`config.mk`:
```
export PLATFORM = sky130hd
export DESIGN_NAME = ghost_ai
export DESIGN_NICKNAME = d
export VERILOG_FILES = /design/src/rtl/ghost_ai.sv
export SDC_FILE = /design/constraint.sdc
export NUM_CORES = 1
export LEC_CHECK = 0
export ABC_AREA = 1
export BUFFER_PORTS_ARGS = -buffer_cell sky130_fd_sc_hd__buf_2
export CAP_MARGIN = 40
export CORE_MARGIN = 5
export CORE_UTILIZATION = 45
export CTS_BUF_LIST = sky130_fd_sc_hd__clkbuf_8
export CTS_CLUSTER_SIZE = 10
export DETAILED_ROUTE_END_ITERATION = 12
export MAX_ROUTING_LAYER = met4
export PLACE_DENSITY = 0.74
export REMOVE_ABC_BUFFERS = 1
export SYNTH_ARGS = -nofsm -noshare
export SYNTH_HDL_FRONTEND = slang
export SYNTH_SLANG_ARGS = --single-unit
export TNS_END_PERCENT = 50
```
`constraint.sdc`:
```
create_clock -name clk -period 9.8 [get_ports clk]
set_input_delay 1.96 -clock clk [delete_from_list [all_inputs] [get_ports clk]]
set_output_delay 1.96 -clock clk [all_outputs]
set_load 0.01 [all_outputs]
```
`src/rtl/ghost_ai.sv`:
```
// ghost_ai : one Pac-Man ghost -- mode sequencing plus per-frame maze movement.
//
// Parameters
//   INITIAL_X / INITIAL_Y : home position, used at reset and as the EATEN target
//   MOVE_STEP             : pixels per move (doubled while EATEN)
//   TILES_AHEAD, TILE_W/H : chase look-ahead distance in front of Pac-Man
//   SCATTER_X / SCATTER_Y : scatter corner target
//   *_FRAMES              : duration of SCATTER, CHASE and FRIGHT in frames
//
// Ports
//   clk, reset            : clock, asynchronous active-high reset
//   frame_enable          : one-cycle pulse per video frame; moves, timer, LFSR
//   ghost_*_wall          : wall present in that direction from the ghost
//   BallX, BallY, keycode : Pac-Man position and heading
//   power_pellet          : pulse, frighten the ghost
//   ghost_eaten           : pulse, ghost caught while frightened
//   ghost_x, ghost_y      : ghost position
//   mode                  : 0 SCATTER, 1 CHASE, 2 FRIGHT, 3 EATEN
//   dir                   : last move, 0 up, 1 down, 2 left, 3 right
//   frightened            : registered copy of (mode == FRIGHT)

module ghost_ai #(
  parameter logic [9:0] INITIAL_X      = 10'd209,
  parameter logic [9:0] INITIAL_Y      = 10'd222,
  parameter int         MOVE_STEP      = 1,
  parameter int         TILES_AHEAD    = 4,
  parameter int         TILE_W         = 17,
  parameter int         TILE_H         = 15,
  parameter logic [9:0] SCATTER_X      = 10'd20,
  parameter logic [9:0] SCATTER_Y      = 10'd20,
  parameter int         SCATTER_FRAMES = 420,
  parameter int         CHASE_FRAMES   = 1200,
  parameter int         FRIGHT_FRAMES  = 360
) (
  input  logic       clk,
  input  logic       reset,
  input  logic       frame_enable,
  input  logic       ghost_up_wall,
  input  logic       ghost_down_wall,
  input  logic       ghost_left_wall,
  input  logic       ghost_right_wall,
  input  logic [9:0] BallX,
  input  logic [9:0] BallY,
  input  logic [7:0] keycode,
  input  logic       power_pellet,
  input  logic       ghost_eaten,
  output logic [9:0] ghost_x,
  output logic [9:0] ghost_y,
  output logic [1:0] mode,
  output logic [1:0] dir,
  output logic       frightened
);

  localparam logic [1:0] MODE_SCATTER = 2'd0;
  localparam logic [1:0] MODE_CHASE   = 2'd1;
  localparam logic [1:0] MODE_FRIGHT  = 2'd2;
  localparam logic [1:0] MODE_EATEN   = 2'd3;

  localparam logic [1:0] DIR_UP    = 2'd0;
  localparam logic [1:0] DIR_DOWN  = 2'd1;
  localparam logic [1:0] DIR_LEFT  = 2'd2;
  localparam logic [1:0] DIR_RIGHT = 2'd3;

  localparam logic [10:0] OFF_X = 11'(TILES_AHEAD * TILE_W);
  localparam logic [10:0] OFF_Y = 11'(TILES_AHEAD * TILE_H);

  localparam logic [15:0] T_SCATTER = 16'(SCATTER_FRAMES);
  localparam logic [15:0] T_CHASE   = 16'(CHASE_FRAMES);
  localparam logic [15:0] T_FRIGHT  = 16'(FRIGHT_FRAMES);

  logic [15:0] timer;
  logic [1:0]  saved_mode;
  logic [7:0]  lfsr;
  logic        fright_entry;

  logic [9:0]  target_x, target_y;
  logic [10:0] ball_x_plus, ball_y_plus;
  logic [9:0]  ball_x_minus, ball_y_minus;
  logic [9:0]  ball_x_sat, ball_y_sat;
  logic [10:0] dx, dy, adx, ady;
  logic [1:0]  h_toward, v_toward;
  logic [1:0]  cand [4];
  logic [3:0]  walls;
  logic [1:0]  rev_dir;
  logic        move_valid;
  logic [1:0]  move_dir;
  logic [9:0]  step;
  logic [9:0]  next_x, next_y;

  logic [1:0]  mode_n, saved_n;
  logic [15:0] timer_n;
  logic        entry_n;

  // Walls indexed by direction code so a candidate direction can look itself up.
  assign walls   = {ghost_right_wall, ghost_left_wall, ghost_down_wall, ghost_up_wall};
  assign rev_dir = {dir[1], ~dir[0]};

  // Look-ahead point in front of Pac-Man, clamped to the 0..1023 screen range.
  assign ball_x_plus  = {1'b0, BallX} + OFF_X;
  assign ball_y_plus  = {1'b0, BallY} + OFF_Y;
  assign ball_x_sat   = ball_x_plus[10] ? 10'h3FF : ball_x_plus[9:0];
  assign ball_y_sat   = ball_y_plus[10] ? 10'h3FF : ball_y_plus[9:0];
  assign ball_x_minus = ({1'b0, BallX} >= OFF_X) ? 10'({1'b0, BallX} - OFF_X) : 10'd0;
  assign ball_y_minus = ({1'b0, BallY} >= OFF_Y) ? 10'({1'b0, BallY} - OFF_Y) : 10'd0;

  // Target point for the current mode; FRIGHT ignores it and steers randomly.
  always_comb begin
    target_x = BallX;
    target_y = BallY;
    case (mode)
      MODE_SCATTER: begin
        target_x = SCATTER_X;
        target_y = SCATTER_Y;
      end
      MODE_CHASE: begin
        case (keycode)
          8'h1A:   target_y = ball_y_minus;
          8'h16:   target_y = ball_y_sat;
          8'h04:   target_x = ball_x_minus;
          8'h07:   target_x = ball_x_sat;
          default: ;
        endcase
      end
      MODE_EATEN: begin
        target_x = INITIAL_X;
        target_y = INITIAL_Y;
      end
      default: ;
    endcase
  end

  // Signed 11-bit deltas; a zero delta counts as "toward" right/down.
  assign dx       = {1'b0, target_x} - {1'b0, ghost_x};
  assign dy       = {1'b0, target_y} - {1'b0, ghost_y};
  assign adx      = dx[10] ? -dx : dx;
  assign ady      = dy[10] ? -dy : dy;
  assign h_toward = dx[10] ? DIR_LEFT : DIR_RIGHT;
  assign v_toward = dy[10] ? DIR_UP : DIR_DOWN;

  // Candidate directions in preference order. Frightened ghosts rotate the
  // fixed up/down/left/right list by the LFSR instead of chasing a target.
  always_comb begin
    for (int i = 0; i < 4; i++) cand[i] = DIR_UP;
    if (mode == MODE_FRIGHT) begin
      for (int i = 0; i < 4; i++) cand[i] = 2'(i) + lfsr[1:0];
    end else if (adx > ady) begin
      cand[0] = h_toward;
      cand[1] = v_toward;
      cand[2] = {v_toward[1], ~v_toward[0]};
      cand[3] = {h_toward[1], ~h_toward[0]};
    end else begin
      cand[0] = v_toward;
      cand[1] = h_toward;
      cand[2] = {h_toward[1], ~h_toward[0]};
      cand[3] = {v_toward[1], ~v_toward[0]};
    end
  end

  // Pick the first open, non-reversing candidate; reversing is the fallback,
  // except right after being frightened where reversing is preferred.
  always_comb begin
    move_valid = 1'b0;
    move_dir   = dir;
    if (fright_entry && (mode == MODE_FRIGHT) && !walls[rev_dir]) begin
      move_valid = 1'b1;
      move_dir   = rev_dir;
    end else begin
      for (int i = 0; i < 4; i++) begin
        if (!move_valid && !walls[cand[i]] && (cand[i] != rev_dir)) begin
          move_valid = 1'b1;
          move_dir   = cand[i];
        end
      end
      if (!move_valid && !walls[rev_dir]) begin
        move_valid = 1'b1;
        move_dir   = rev_dir;
      end
    end
  end

  // Position after this frame's move; 10-bit arithmetic wraps around the screen.
  assign step = (mode == MODE_EATEN) ? 10'(2 * MOVE_STEP) : 10'(MOVE_STEP);

  always_comb begin
    next_x = ghost_x;
    next_y = ghost_y;
    if (move_valid) begin
      case (move_dir)
        DIR_UP:    next_y = ghost_y - step;
        DIR_DOWN:  next_y = ghost_y + step;
        DIR_LEFT:  next_x = ghost_x - step;
        default:   next_x = ghost_x + step;
      endcase
    end
  end

  // Mode sequencing. Pellet/eaten pulses act on any edge and take priority
  // over the frame timer; eaten beats a simultaneous pellet in FRIGHT.
  always_comb begin
    mode_n  = mode;
    timer_n = timer;
    saved_n = saved_mode;
    entry_n = frame_enable ? 1'b0 : fright_entry;
    if ((mode == MODE_FRIGHT) && ghost_eaten) begin
      mode_n  = MODE_EATEN;
      entry_n = 1'b0;
    end else if (power_pellet && ((mode == MODE_SCATTER) || (mode == MODE_CHASE))) begin
      saved_n = mode;
      mode_n  = MODE_FRIGHT;
      timer_n = T_FRIGHT;
      entry_n = 1'b1;
    end else if (power_pellet && (mode == MODE_FRIGHT)) begin
      timer_n = T_FRIGHT;
    end else if (frame_enable) begin
      if (mode == MODE_EATEN) begin
        if ((next_x == INITIAL_X) && (next_y == INITIAL_Y)) begin
          mode_n  = MODE_SCATTER;
          timer_n = T_SCATTER;
        end
      end else if (timer <= 16'd1) begin
        case (mode)
          MODE_SCATTER: begin
            mode_n  = MODE_CHASE;
            timer_n = T_CHASE;
          end
          MODE_CHASE: begin
            mode_n  = MODE_SCATTER;
            timer_n = T_SCATTER;
          end
          default: begin
            mode_n  = saved_mode;
            timer_n = (saved_mode == MODE_CHASE) ? T_CHASE : T_SCATTER;
          end
        endcase
      end else begin
        timer_n = timer - 16'd1;
      end
    end
  end

  // State registers; movement and the LFSR advance only on frame pulses.
  always_ff @(posedge clk or posedge reset) begin
    if (reset) begin
      ghost_x      <= INITIAL_X;
      ghost_y      <= INITIAL_Y;
      mode         <= MODE_SCATTER;
      timer        <= T_SCATTER;
      saved_mode   <= MODE_SCATTER;
      dir          <= DIR_LEFT;
      lfsr         <= 8'hA5;
      frightened   <= 1'b0;
      fright_entry <= 1'b0;
    end else begin
      mode         <= mode_n;
      timer        <= timer_n;
      saved_mode   <= saved_n;
      fright_entry <= entry_n;
      frightened   <= (mode_n == MODE_FRIGHT);
      if (frame_enable) begin
        ghost_x <= next_x;
        ghost_y <= next_y;
        dir     <= move_dir;
        lfsr    <= {lfsr[6:0], lfsr[7] ^ lfsr[5] ^ lfsr[4] ^ lfsr[3]};
      end
    end
  end

endmodule

```
==> impl_metrics.py <==
metrics = {
    "grt": {
        "grt_pass1_wl_um": 35000,
        "grt_pass1_vias": 7546,
        "grt_max_degree": 53,
        "grt-ovfl-total": 0,
        "grtUsageTotal": 0.238,
        "antenna_found_initial": 0,
    },
    "drt": {
        "wirelength_um": 23600,
        "drt-initial-drc-count": 662,
        "vias": 8239,
        "wl_per_cell_um": 15.1,
        "ant_nets": 0,
        "drc": 0,
        "dr.pass1.iters": 5,
        "via_per_inst": 5.29,
    },
    "synthesis": {
        "synth_edf_count": 0,
        "yosysWarnings": 0,
        "ys.flop_type": "dfrtp_1",
        "yosys.area.top_type": "nand2_1",
        "synth_cell_types": 50,
        "ys_seq_area_frac": 0.187,
        "syn_area_mm2": 0.00707,
        "postSynthAreaPerCell_um2": 6.44,
        "synth_top_area_frac": 0.156,
        "synth.area.top_cells": "nand2_1 (16%), dfrtp_1 (12%), ha_1 (11%)",
        "synth_seq_cells": 52,
        "synthArstFlopShare": 1.00,
        "syn_inst": 1098,
    },
    "placement": {
        "hpwl_um": 16900,
        "place_area_mm2": 0.00888,
        "placedCellCount": 1525,
        "place_ws_ns": -0.752,
        "port_buffers": 61,
        "gp_congestion": 0.976,
    },
    "floorplan": {
        "die_h_um": 135,
        "core_area_mm2": 0.0153,
        "die_w_um": 135,
        "initial_core_util": 0.462,
        "std_cell_rows": 45,
        "die_area_mm2": 0.0183,
        "io_pins": 62,
    },
    "timing": {
        "finalCritPeriodShare": 1.01,
        "slew_violations": 0,
        "slew_headroom": 0.537,
        "setup_viol": 16,
        "max_freq_ghz": 0.101,
        "fin_ws_ns": -0.0571,
        "hold_viol_final": 0,
        "skew_ns": 0.0113,
        "finalCriticalPeriod_ns": 9.86,
        "rsz0062_at_grt": "yes",
        "worstMarginPinSlew_ns": 0.694,
    },
    "setup_path": {
        "slowest_stage": "or3b_4",
        "path_delay_family": "simple AND/OR/NAND/NOR gates",
        "worst-path-buf-inv": 11,
        "cp.depth": 65,
        "cp.arrival_ns": 10.13,
        "end_kind": "register",
        "reg2reg_depth": 63,
        "r2r_setup_slack_ns": 1.45,
        "r2r-start": "mode[1]",
        "critPathLaunchType": "input pin",
        "max_stage_delay_ns": 0.40,
        "crit_path_frequent_cell": "nand2_1",
        "cp.required_ns": 10.07,
        "crit_fanout": 8,
        "startpoint": "keycode[7]",
        "critPathKind": "input pin to register",
    },
    "final_layout": {
        "n_antenna_cell": 0,
        "layout-drive-gt1-share": 0.354,
        "area_growth_pct": 41.9,
        "final_core_util": 0.656,
        "fin_nets": 1446,
        "final_cell_area_mm2": 0.0100,
        "final_cell_mix": "nand2_1 (272), buf_4 (195), inv_1 (143)",
        "layout_commonest_cell": "nand2_1",
        "stdcell_count": 1557,
    },
    "outcome": {
        "outcome": "complete, but fails checks",
        "violations": "negative setup slack",
    },
    "worst_hold_path": {
        "min-delay-start": "lfsr[2]",
        "hold_path.class": "register to register",
        "hold_depth": 2,
    },
    "cts": {
        "cts_root_buffer": "clkbuf_8",
        "ctsHoldBuffers": 0,
        "clk_pin_slew_ns": 0.11,
        "cts.htree.levels": 2,
        "numClockSinks": 52,
        "clock_path_buffers": 2,
        "clk_latency_ns": 0.33,
        "cts_buffers": 5,
        "cts_tree": "yes",
    },
    "run": {
        "max_cap_violations": 0,
    },
}
worst min-delay path, stage by stage, from the launching register on:
cell and delay [ns]:
dfstp_2 0.39, nand2_1 0.05, nand2_1 0.04
layout make-up:
type | count | area, µm²
fill | 1282 | 5270
inverter | 168 | 641
clock inverter | 3 | 46.3
sequential | 52 | 1330
timing repair buffer | 266 | 1910
multi-input combinational | 852 | 5790
tap | 211 | 264
clock buffer | 5 | 68.8
stage by stage:
step                      TNS [ns]  hold slack (ns)
final                       -0.539            0.472
after global routing        -11.56            0.480
after CTS                        0            0.472
after detailed placement    -13.62            0.457
after global placement      -10.16            0.456
after floorplan              -6.84            0.442
registers in the layout, summed over array words and instances (netlist names):
name,count
ghost_x,10
mode,2
frightened,1
dir,2
saved_mode,2
ghost_y,10
fright_entry,1
timer,16
lfsr,8
synthesized netlist by cell type (all sizes together), types with 5 or more instances:
| cell type | instances |
|---|---|
| a21oi | 46 |
| a22oi | 9 |
| a31oi | 5 |
| buf | 11 |
| clkbuf | 16 |
| dfrtp | 33 |
| dfstp | 19 |
| ha | 60 |
| inv | 167 |
| nand2 | 306 |
| nand3 | 92 |
| nand3b | 5 |
| nand4 | 25 |
| nor2 | 102 |
| nor3 | 17 |
| o211ai | 13 |
| o21ai | 57 |
| o22ai | 7 |
| xnor2 | 36 |
| xor2 | 38 |
kinds of logic (layout without fill, tap and decap cells):
group / count (synthesis) / count (layout) / share of synthesized area
AOI/OAI and AO/OA: 158 / 158 / 0.131
xor gates and xnor gates: 74 / 74 / 0.0916
adders and majority gates: 64 / 64 / 0.117
buffers and inverters: 195 / 442 / 0.110
DFF: 52 / 52 / 0.187
and+or+nand+nor: 555 / 556 / 0.363
routing by layer:
metal	vias to the layer above	track usage	part of all wire
met4	0	0.0683	0.036
li1	4066	-	-
met1	3795	0.297	0.41
met2	303	0.404	0.49
met5	-	-	0
met3	75	0.0319	0.062
worst paths after layout:
kind / end
worst min-delay path: lfsr[2]
min in group asynchronous: ghost_x[5]
max in group asynchronous: ghost_x[1]
worst max register to register: timer[11]
worst min register to register: lfsr[2]
worst max-delay path: timer[11]
what timing repair did:
action | 4_1_cts | 5_1_grt
setup buffers | 5 | 20
gates resized for setup | 42 | 139
pin swaps | 14 | 73
setup endpoints to repair | 19 | 25
cloned | 1 | 0
Power is not shown: default switching activity piles up to over one toggle a cycle in this logic, so the estimate is an artifact.
